===== config.mk =====
export PLATFORM = sky130hd
export DESIGN_NAME = mem_port_arbiter
export DESIGN_NICKNAME = d
export VERILOG_FILES = /design/src/rtl/mem_port_arbiter.sv
export SDC_FILE = /design/constraint.sdc
export NUM_CORES = 1
export LEC_CHECK = 0
export ABC_CLOCK_PERIOD_IN_PS = 900
export BUFFER_PORTS_ARGS = -buffer_cell sky130_fd_sc_hd__buf_4
export CAP_MARGIN = 20
export CORE_AREA = 2 2 107 109
export DETAILED_ROUTE_END_ITERATION = 7
export DIE_AREA = 0 0 109 111
export HOLD_SLACK_MARGIN = 0.15
export SYNTH_ARGS = -nofsm -noshare
export SYNTH_HDL_FRONTEND = slang
export SYNTH_SLANG_ARGS = --single-unit
export TNS_END_PERCENT = 30

===== constraint.sdc =====
create_clock -name clk -period 0.9 [get_ports clk]
set_input_delay 0.045 -clock clk [delete_from_list [all_inputs] [get_ports clk]]
set_output_delay 0.045 -clock clk [all_outputs]
set_load 0.02 [all_outputs]

===== src/rtl/mem_port_arbiter.sv =====
// Fetch/data arbiter in front of a single-port, one-cycle-latency SRAM.
// Define ARB_STARVE_GUARD_EN to enable the fetch starvation guard.
module mem_port_arbiter #(
    parameter int ADDR_W     = 32,
    parameter int DATA_W     = 32,
    parameter int STARVE_MAX = 4
) (
    input  logic                clk,
    input  logic                rst,
    input  logic                inst_req,
    input  logic [ADDR_W-1:0]   inst_addr,
    input  logic                inst_cancel,
    output logic                inst_addr_ok,
    output logic                inst_data_ok,
    output logic [DATA_W-1:0]   inst_rdata,
    input  logic                data_req,
    input  logic                data_wr,
    input  logic [DATA_W/8-1:0] data_wstrb,
    input  logic [ADDR_W-1:0]   data_addr,
    input  logic [DATA_W-1:0]   data_wdata,
    output logic                data_addr_ok,
    output logic                data_data_ok,
    output logic [DATA_W-1:0]   data_rdata,
    output logic                sram_en,
    output logic [DATA_W/8-1:0] sram_we,
    output logic [ADDR_W-1:0]   sram_addr,
    output logic [DATA_W-1:0]   sram_wdata,
    input  logic [DATA_W-1:0]   sram_rdata
);

    typedef enum logic [1:0] {
        SRC_NONE = 2'd0,
        SRC_INST = 2'd1,
        SRC_DATA = 2'd2
    } src_e;

    src_e resp_src;
    src_e resp_src_nxt;
    logic grant_i;
    logic grant_d;
    logic force_inst;

    if (STARVE_MAX < 1 || STARVE_MAX > 15) begin : g_bad_starve_max
        $error("STARVE_MAX must be in 1..15");
    end

`ifdef ARB_STARVE_GUARD_EN
    localparam logic [3:0] STARVE_LIM = 4'(STARVE_MAX);

    logic [3:0] starve_cnt;
    logic [3:0] starve_cnt_nxt;

    // Counts cycles fetch lost to data; saturates at the limit.
    always_comb begin
        starve_cnt_nxt = starve_cnt;
        if (grant_i || !inst_req) begin
            starve_cnt_nxt = '0;
        end else if (data_req && starve_cnt != STARVE_LIM) begin
            starve_cnt_nxt = starve_cnt + 4'd1;
        end
    end

    always_ff @(posedge clk) begin
        if (rst) begin
            starve_cnt <= '0;
        end else begin
            starve_cnt <= starve_cnt_nxt;
        end
    end

    assign force_inst = inst_req && (starve_cnt == STARVE_LIM);
`else
    assign force_inst = 1'b0;
`endif

    assign grant_d = !rst && data_req && !force_inst;
    assign grant_i = !rst && inst_req && !grant_d;

    assign inst_addr_ok = grant_i;
    assign data_addr_ok = grant_d;

    always_ff @(posedge clk) begin
        if (rst) begin
            resp_src <= SRC_NONE;
        end else begin
            resp_src <= resp_src_nxt;
        end
    end

    always_comb begin
        resp_src_nxt = SRC_NONE;
        sram_en      = grant_i || grant_d;
        sram_we      = '0;
        sram_addr    = '0;
        sram_wdata   = '0;
        if (grant_d) begin
            resp_src_nxt = SRC_DATA;
            sram_addr    = data_addr;
            sram_wdata   = data_wdata;
            if (data_wr) begin
                sram_we = data_wstrb;
            end
        end else if (grant_i) begin
            resp_src_nxt = SRC_INST;
            sram_addr    = inst_addr;
        end
    end

    // A reset landing on the response cycle drops that response.
    assign inst_data_ok = !rst && (resp_src == SRC_INST) && !inst_cancel;
    assign data_data_ok = !rst && (resp_src == SRC_DATA);

    assign inst_rdata = sram_rdata;
    assign data_rdata = sram_rdata;

endmodule


; Yosys cells after proc, flatten, opt, wreduce, memory -nomap -nowiden
; Cells that the tools add are included.
[word_totals]
regBits = 2
wordCells = 22
[op_classes]
eq_ne = 2
n_mux = 7
reduce_logical = 11
[op_table]
columns = op, count
row1 = $mux 32, 3
row2 = $mux 4, 2
row3 = $logic_and 1x1->1, 6
row4 = $logic_not 1->1, 3
row5 = $eq 2x1->1 const B, 1
row6 = $eq 2x2->1 const B, 1
row7 = $mux 2, 1
row8 = $reduce_or 2->1, 1
row9 = $logic_or 1x1->1, 1
row10 = $mux 1, 1

; Depth between registers and ports, before layout
; Gate-level depths: netlist of run 1.
[depth]
ltp_word = 6
depth_mapped = 5

; Worst setup path before layout of run 1
; OpenSTA, ideal clock, no wires.
[synth_path]
kind = register to output
from = reg resp_src[1]
to = out inst_data_ok
arrival_time_ns = 1.055
path_slack_ns = -0.200
stages_incl_launch_ff = 2
n_path_buf = 0
cell_sequence = dfxtp_1 -> nor4b_1
[synth_via]
elab_chain_cells = 3
[synth_rtl]
columns = element, line
row1 = start: declaration, 37  ; src_e resp_src;
row2 = start signal: assignment, 86  ; resp_src <= resp_src_nxt;
row3 = $eq 2x1->1, 110  ; assign inst_data_ok = !rst && (resp_src == SRC_INST) && !inst_cancel;
row4 = $logic_and 1x1->1 (2 in a row), 110
row5 = end: declaration, 14  ; output logic inst_data_ok,
; No other way between the ends.

; Worst setup path after layout of run 1
; Ends and elaborated chain as after synthesis.

==> results.txt, run 1 <==
CP peak stage delay: 0.32 ns
DRC: 0
Prevailing post-synth register cell: dfxtp_1
Worst Hold Class: input pin to flip-flop
Final setup margin: -0.0591 ns
Tot Pwr: 0.00227 W
Count of max-cap constraint violations: 0
Die ar.: 12100 um2
Critical-path cell list: nor4b_4 -> buf_4
CP Buf/Inv Count: 1
Combinational family with the most area after synthesis: buffers and inverters
Failing checks: setup timing
Fill cell count: 1171
Yosys warnings: 0
Post-synthesis mux area share: 0%
# IOs: 275
Int Pwr: 0.00141 W
WL/cell: 15.2 um
Net count after synthesis: 296
Mean Syn Cell Area: 7.65 um2
CTS tree: yes
Status: finished with violations
Layout cells sized above 1: 68.2%
ANT cells: 0
Vias in the first global route: 1647
Post-synthesis sequential area ratio: 3.31%
Initial Util: 10.9%
Cell area after synthesis: 1210 um2
Vias: 1672
Area grow syn2layout: 130%
RSZ-0062 raised after global routing: yes
Total gr overflow: 0
Max reg flops: 2
Pleak: 1.51 nW
Root buffer cell: clkbuf_16
Post-route minimum period: 0.959 ns
Top cells by area, synth: buf_4 40%, a32o_1 27%, and2_1 18%, dfxtp_1 3.3%, buf_6 2.8%
Fin. Hold Viols: 0
Slew Limit Fails: 0
Slew @ Worst Pin: 0.471 ns
Critical Path RT: 0.85 ns
Power Density: 814 nW/um2
Total number of H-tree levels: 1
Initial antenna violation count: 0
Largest net degree at the start of global routing: 50
Final Non-Filler Cells: 442
Switching portion of total power: 37.7%
Area share of the largest cell type after synthesis: 39.8%
Largest Register: resp_src
Post-DP HPWL: 5120 um
Routed WL: 6730 um
DRT Pass-1 Iters: 4
Crit start category: flip-flop
Net Switching: 0.000854 W
Mean number of vias per cell: 3.78
Routability cong.: 0.778
Total setup buffers inserted after CTS: 0
PortBufs: 178
Post-synthesis compound-gate area fraction: 26.5%
Clock power frac: 29.2%
DRT antenna net count: 0
Sink Count: 2
Nets: 439
WS Path Type: flip-flop to output port
Die span in x: 109 um
Xor-xnor portion of the synthesized cell area: 0%
Row cnt: 39
WP data arrival: 0.91 ns
Post-Synthesis Cells: 158
Most frequent cell after synthesis: buf_4
Seq pwr share: 4.3%
Final period utilization: 107%
CTS buffer count: 3
CP max FO: 2
Clock slew at reported path FFs: 0.03 ns
Synth top cells by count: 64 x buf_4, 34 x and2_1, 32 x a32o_1
Worst vdd ir: 0.000777 V
Adder-cell share of the synthesized area: 0%
Crit path max-delay cell type: dfxtp_2
Rel. slew slack: 68.7%
Fmax: 1040 MHz
Ys async rst share: 0%
EDFF count, synth: 0
Core Area: 11100 um2
Setup-failing EPs final: 5
Dpl cells: 405
Crit end category: output port
Regs by FF count: resp_src: 2 flops
Synthesized flop and latch total: 2
Area leader, netlist: buf_4
Clk buf depth: 2
First-pass GRT wire length: 8930 um
CP top delay family: flip-flops
Drt initial violations: 67
Distinct cells, synth: 14
Combinational fraction of design power: 66.5%
Overall routing resource usage: 9.53%
Die H: 111 um
Post-Synth Simple-Gate Area: 23.3%
power groups by stage:
stage / Sequential (W) / Combinational, W / Clock, W
after floorplan: 0.0000964 / 0.000854 / 0
after global placement: 0.0000968 / 0.00109 / 0
after detailed placement: 0.0000971 / 0.00110 / 0
after CTS: 0.0000960 / 0.00147 / 0.000668
after global routing: 0.0000987 / 0.00159 / 0.000691
final: 0.0000982 / 0.00151 / 0.000661
per-layer routing:
layer	up-vias	GRT usage (%)	wire length (um)
met5	-	0	0
met4	0	2.31	106
met3	6	1.35	537
met2	105	16.9	3500
met1	779	11.9	2590
li1	782	-	-
area by class of cell:
| type | count | area, um2 | share of cell area [%] |
|---|---|---|---|
| Clock buffer | 3 | 75.1 | 2.70 |
| Timing Repair Buffer | 217 | 1840 | 66.0 |
| Tap cell | 143 | 179 | 6.43 |
| Sequential cell | 2 | 42.5 | 1.53 |
| Multi-Input combinational cell | 77 | 649 | 23.3 |
timing repair:
item,in CTS,in global routing
pin swaps,7,5
hold buffers,33,0
setup endpoints to repair,62,83
endpoints found under the hold margin,65,0
cloned,1,0
resized for setup,16,32
path summary, 6_finish.rpt:
check,startpoint,to,slack [ns],depth (start not counted)
worst max-delay path,resp_src[1],inst_data_ok,-0.06,2
worst min-delay path,inst_req,resp_src[0],0.29,2
cells by family (layout without fill, tap and decap cells):
logic type | count (synthesis) | count (layout)
buf+inv | 79 | 220
flops | 2 | 2
compound gates | 32 | 32
simple gates | 45 | 45
per-stage QoR:
stage          cell area [um2]  setup TNS [ns]  setup slack, ns  util (%)  hold slack (ns)
2_1_floorplan             1220          -0.100         -0.00501         -            0.138
3_3_place_gp              2240          -0.592          -0.0936      20.2           0.0902
3_5_place_dp              2240           -1.28          -0.0869      20.2           0.0902
4_1_cts                   2700          -0.223          -0.0625      24.3            0.280
5_1_grt                   2780           -1.58          -0.0959      25.1            0.313
6_report                  2780          -0.140          -0.0591      25.1            0.290
cell usage in the layout (no fill, tap or decap), types with 2 or more instances in the layout:
| cell type | synthesis | final |
|---|---|---|
| and3_1 | 4 | 4 |
| and2_1 | 34 | 34 |
| a32o_2 | 0 | 10 |
| a32o_1 | 32 | 22 |
| buf_6 | 3 | 17 |
| buf_4 | 64 | 164 |
| clkbuf_16 | 0 | 3 |
| dfxtp_2 | 0 | 2 |
| buf_12 | 0 | 2 |
| dlymetal6s4s_1 | 0 | 12 |
| dlygate4sd3_1 | 0 | 21 |
No activity file was read; power rests on OpenSTA's default activity.
==> run 2, diff against run 1 <==
==> constraint.sdc (replaced) <==
create_clock -name clk -period 0.9 [get_ports clk]
set_input_delay 0.27 -clock clk [delete_from_list [all_inputs] [get_ports clk]]
set_output_delay 0.27 -clock clk [all_outputs]
set_load 0.02 [all_outputs]
==> results.txt, run 2 (synthesis results as in run 1) <==
Die H: 111 um
ANT cells: 0
Hold Buf Count CTS: 0
# IOs: 275
Commonest cells after routing, fill and taps aside: 128 x buf_4, 51 x buf_6, 30 x and2_1, 30 x a32o_2, 5 x buf_12
Switching portion of total power: 30.7%
Largest Register: resp_src
Vias in the first global route: 1658
Total number of H-tree levels: 1
Slew @ Worst Pin: 0.205 ns
Status: finished with violations
Setup WS pre-CTS: -0.478 ns
Total gr overflow: 0
Crit path max-delay cell type: a32o_2
DRT Pass-1 Iters: 3
Area grow syn2layout: 123%
Power Density: 758 nW/um2
Fmax: 735 MHz
CTS tree: yes
Post-DP HPWL: 4170 um
Clk buf depth: 2
Max reg flops: 2
Critical-path cell list: buf_8 -> nor2_4 -> buf_6 -> buf_12 -> a32o_2 -> buf_6
First-pass GRT wire length: 8510 um
Fill cell count: 1202
Seq pwr share: 4.8%
WL/cell: 14.1 um
Initial antenna violation count: 0
Vias: 1564
Core Area: 11100 um2
RSZ-0062 raised after global routing: yes
Cell mode on critical path: buf_6
Routability cong.: 0.689
Initial Util: 10.9%
WS Path Type: input pin to output port
Drt initial violations: 37
Die ar.: 12100 um2
Count of max-cap constraint violations: 0
Worst vdd ir: 0.000901 V
Regs by FF count: resp_src: 2 flops
DRC: 0
Rel. slew slack: 86.3%
Net Switching: 0.000628 W
Die span in x: 109 um
Sink Count: 2
Worst Hold Class: input pin to flip-flop
Layout cells sized above 1: 85.6%
Critical Path RT: 0.63 ns
Most common cell after layout, fill and taps aside: buf_4
Routed WL: 5810 um
Combinational fraction of design power: 62.6%
Largest net degree at the start of global routing: 43
CP max FO: 15
Final period utilization: 151%
Final setup margin: -0.460 ns
CTS buffer count: 3
Tot Pwr: 0.00205 W
WP data arrival: 1.09 ns
PortBufs: 178
CP peak stage delay: 0.19 ns
Int Pwr: 0.00142 W
Fin. Hold Viols: 0
Setup-failing EPs final: 73
Clock power frac: 32.6%
Crit start category: input pin
Clock slew at reported path FFs: 0.03 ns
Root buffer cell: clkbuf_16
Post-route minimum period: 1.36 ns
Failing checks: setup timing
Pleak: 1.46 nW
Crit end category: output port
Slew Limit Fails: 0
Nets: 410
DRT antenna net count: 0
Mean number of vias per cell: 3.79
Row cnt: 39
Overall routing resource usage: 8.94%
-- run 2: metrics by stage --
stage	instance area (um2)	instances	hold slack, ns	TNS (ns)	utilization (%)
after floorplan	1270	158	0.395	-20.88	-
after global placement	2290	406	0.540	-31.19	20.7
after detailed placement	2290	406	0.540	-31.96	20.7
after CTS	2670	413	0.375	-30.48	24.1
after global routing	2700	413	0.389	-33.64	24.4
final	2700	413	0.376	-30.35	24.4
-- run 2: area by class of cell --
class / instances / area, um2 / share of cell area, %
timing repair buffer: 188 / 1720 / 63.7
multi-input combinational: 77 / 684 / 25.3
tap: 143 / 179 / 6.63
clock buffer: 3 / 75.1 / 2.78
sequential: 2 / 41.3 / 1.53
-- run 2: path summary, 6_finish.rpt --
path / startpoint / end / slack [ns] / cells after the start
worst max-delay path: data_req / sram_addr[12] / -0.46 / 6
worst min-delay path: data_req / resp_src[1] / 0.38 / 3
-- run 2: worst max-delay path, delay by kind of cell --
| family | cells | cell delay [ns] |
|---|---|---|
| buffers and inverters | 4 | 0.47 |
| AO/OA/AOI/OAI | 1 | 0.19 |
| AND/OR/NAND/NOR | 1 | 0.14 |
-- run 2: repair_timing --
action | 4_1_cts | 5_1_grt
setup endpoints to repair | 73 | 73
cloned | 2 | 0
resized for setup | 61 | 10
buffers inserted | 2 | 0
pin swaps | 15 | 7
-- run 2: power by group through the flow --
stage               clock network (W)  registers, W  logic, W
global route                 0.000684     0.0000984   0.00136
detailed placement                  0     0.0000970   0.00111
floorplan                           0     0.0000964  0.000881
finish                       0.000667     0.0000983   0.00128
global placement                    0     0.0000966   0.00110
CTS                          0.000677     0.0000967   0.00128
-- run 2: layer usage --
metal | track usage, % | wire, um | up-vias
met1 | 9.89 | 2100 | 708
met5 | 0 | 0 | -
li1 | - | - | 726
met2 | 16.9 | 3140 | 98
met3 | 1.41 | 442 | 32
met4 | 2.99 | 125 | 0
==> run 3, diff against run 2 <==
Settings changed: ABC_AREA set to 1, CORE_AREA 2 2 107 109 to 2 2 105 107, DIE_AREA 0 0 109 111 to 0 0 107 109.
==> results.txt, run 3 <==
Synth top cells by count: 68 x nand2_1, 66 x buf_4, 38 x nor2_1
Vias in the first global route: 1967
WL/cell: 13.8 um
ANT cells: 0
Nets: 530
Critical Path RT: 0.63 ns
Final period utilization: 153%
Max reg flops: 2
Post-synthesis compound-gate area fraction: 0.355%
DRC: 0
Cell area after synthesis: 1410 um2
WS Path Type: input pin to output port
Post-DP HPWL: 4700 um
Setup-failing EPs final: 73
Rel. slew slack: 88.5%
Adder-cell share of the synthesized area: 0%
Sink Count: 2
DRT Pass-1 Iters: 4
Crit end category: output port
Worst Hold Class: input pin to flip-flop
Initial antenna violation count: 0
Count of max-cap constraint violations: 0
Area occupied by multi-input gates: 1130 um2
Total gr overflow: 0
Post-synthesis sequential area ratio: 2.84%
Largest Register: resp_src
Prevailing post-synth register cell: dfxtp_1
Failing checks: setup timing
Area share of the largest cell type after synthesis: 35.2%
Synthesized flop and latch total: 2
Post-Synth Simple-Gate Area: 45.3%
Routed WL: 7340 um
Min Hold Slack: 0.356 ns
PortBufs: 178
Post-synthesis mux area share: 0%
Fin. Hold Viols: 0
Most frequent cell after synthesis: nand2_1
Layout cells sized above 1: 80.8%
CP max FO: 5
Grt met2 use: 19.1%
Vias: 2100
Fill cell count: 1089
Area leader, netlist: buf_4
Mean number of vias per cell: 3.96
Combinational family with the most area after synthesis: buffers and inverters
DRT antenna net count: 0
Net count after synthesis: 402
Total number of H-tree levels: 1
Register Area: 41.3 um2
Post-Synthesis Cells: 264
CTS buffer count: 3
Xor-xnor portion of the synthesized cell area: 0%
Crit start category: input pin
Yosys warnings: 0
Fmax: 729 MHz
Global route hottest layer: met2
EDFF count, synth: 0
Post-DP Area: 2750 um2
Root buffer cell: clkbuf_8
RSZ-0062 raised after global routing: yes
Ys async rst share: 0%
Die span in x: 107 um
# IOs: 275
Initial Util: 13.3%
Hold Buf Count CTS: 0
Slew Limit Fails: 0
Met3 Usage GRT: 2.57%
Clk buf depth: 2
Commonest cells after routing, fill and taps aside: 118 x buf_4, 66 x buf_6, 56 x nand2_2, 37 x nor2_4
Post-route minimum period: 1.37 ns
Drt initial violations: 87
Status: finished with violations
Overall routing resource usage: 10.1%
Final instance area: 3600 um2
Grt met1 use: 10.9%
Distinct cells, synth: 16
Slew @ Worst Pin: 0.172 ns
Regs by FF count: resp_src: 2 flops
Row cnt: 38
Routability cong.: 0.620
Power Density: 593 nW/um2
Pleak: 1.81 nW
First-pass GRT wire length: 9570 um
Most common cell after layout, fill and taps aside: buf_4
Clock slew at reported path FFs: 0.03 ns
Worst vdd ir: 0.000390 V
Die ar.: 11700 um2
Core Area: 10600 um2
Mean Syn Cell Area: 5.34 um2
Top cells by area, synth: buf_4 35%, nand2_1 18%, nand4_1 14%, nor2_1 10%, inv_1 9.3%
Largest net degree at the start of global routing: 35
WP data arrival: 1.10 ns
Area grow syn2layout: 155%
CTS tree: yes
Die H: 109 um
Final setup margin: -0.473 ns
run 3: cell count changes in the layout (fill, tap and decap cells not counted), moves of 4 or more:
cell,delta
nand2_2,+56
nor2_4,+36
inv_1,+32
nand4_1,+32
a32o_2,-30
and2_1,-30
buf_6,+15
buf_4,-10
nand2_1,+8
buf_12,+6
and2_4,-4
and3_1,-4
nand2_4,+4
run 3: area by class of cell:
class	count	area share, %
clock buffers	3	1.15
multi-input cells	144	31.4
flip-flops and latches	2	1.15
inverters	37	4.66
repair buffers	200	54.7
repair inverters	4	2.05
well taps	140	4.87
run 3: worst max-delay path, cell delays in order:
cell and delay, ns:
buf_8 0.08, inv_6 0.04, nor2_8 0.13, buf_12 0.17, buf_12 0.13, inv_16 0.04, nor2_4 0.10, buf_6 0.12
run 3: timing repair:
action	4_1_cts	5_1_grt
endpoints found under the setup margin	73	73
resized for setup	71	81
setup buffers	3	5
endpoints found under the hold margin	0	0
gates cloned	5	4
pin swaps	6	18
run 3: path summary, 6_finish.rpt:
kind | from | cells past startpoint | slack (ns) | to
max | data_req | 8 | -0.47 | sram_wdata[30]
min | data_req | 3 | 0.36 | resp_src[0]
run 3: kinds of logic after synthesis:
kind of cell | after synthesis
buffers and inverters | 118
and+or+nand+nor | 143
DFF | 2
AOI/OAI and AO/OA | 1
run 3: per-layer routing:
layer / vias up / wire (um) / part of all wire, %
met5: - / 0 / 0
met4: 0 / 172 / 2.3
met3: 23 / 591 / 8.1
met2: 122 / 4150 / 57
met1: 958 / 2420 / 33
li1: 997 / - / -
run 3: per-stage QoR:
stage / total power (W) / setup slack, ns / cells / utilization, % / setup TNS [ns]
CTS: 0.00194 / -0.458 / 522 / 30.0 / -29.65
detailed placement: 0.00137 / -0.645 / 511 / 25.9 / -40.83
global placement: 0.00135 / -0.613 / 511 / 25.9 / -39.55
floorplan: 0.00116 / -0.277 / 264 / - / -18.24
global route: 0.00226 / -0.511 / 530 / 33.9 / -32.26
finish: 0.00213 / -0.473 / 530 / 33.9 / -29.70
run 3: power by group:
group	leakage, nW	switching (W)	internal, W
clock	0.0216	0.0000621	0.000282
combinational	1.77	0.000812	0.000881
sequential	0.0168	0.00000296	0.0000942
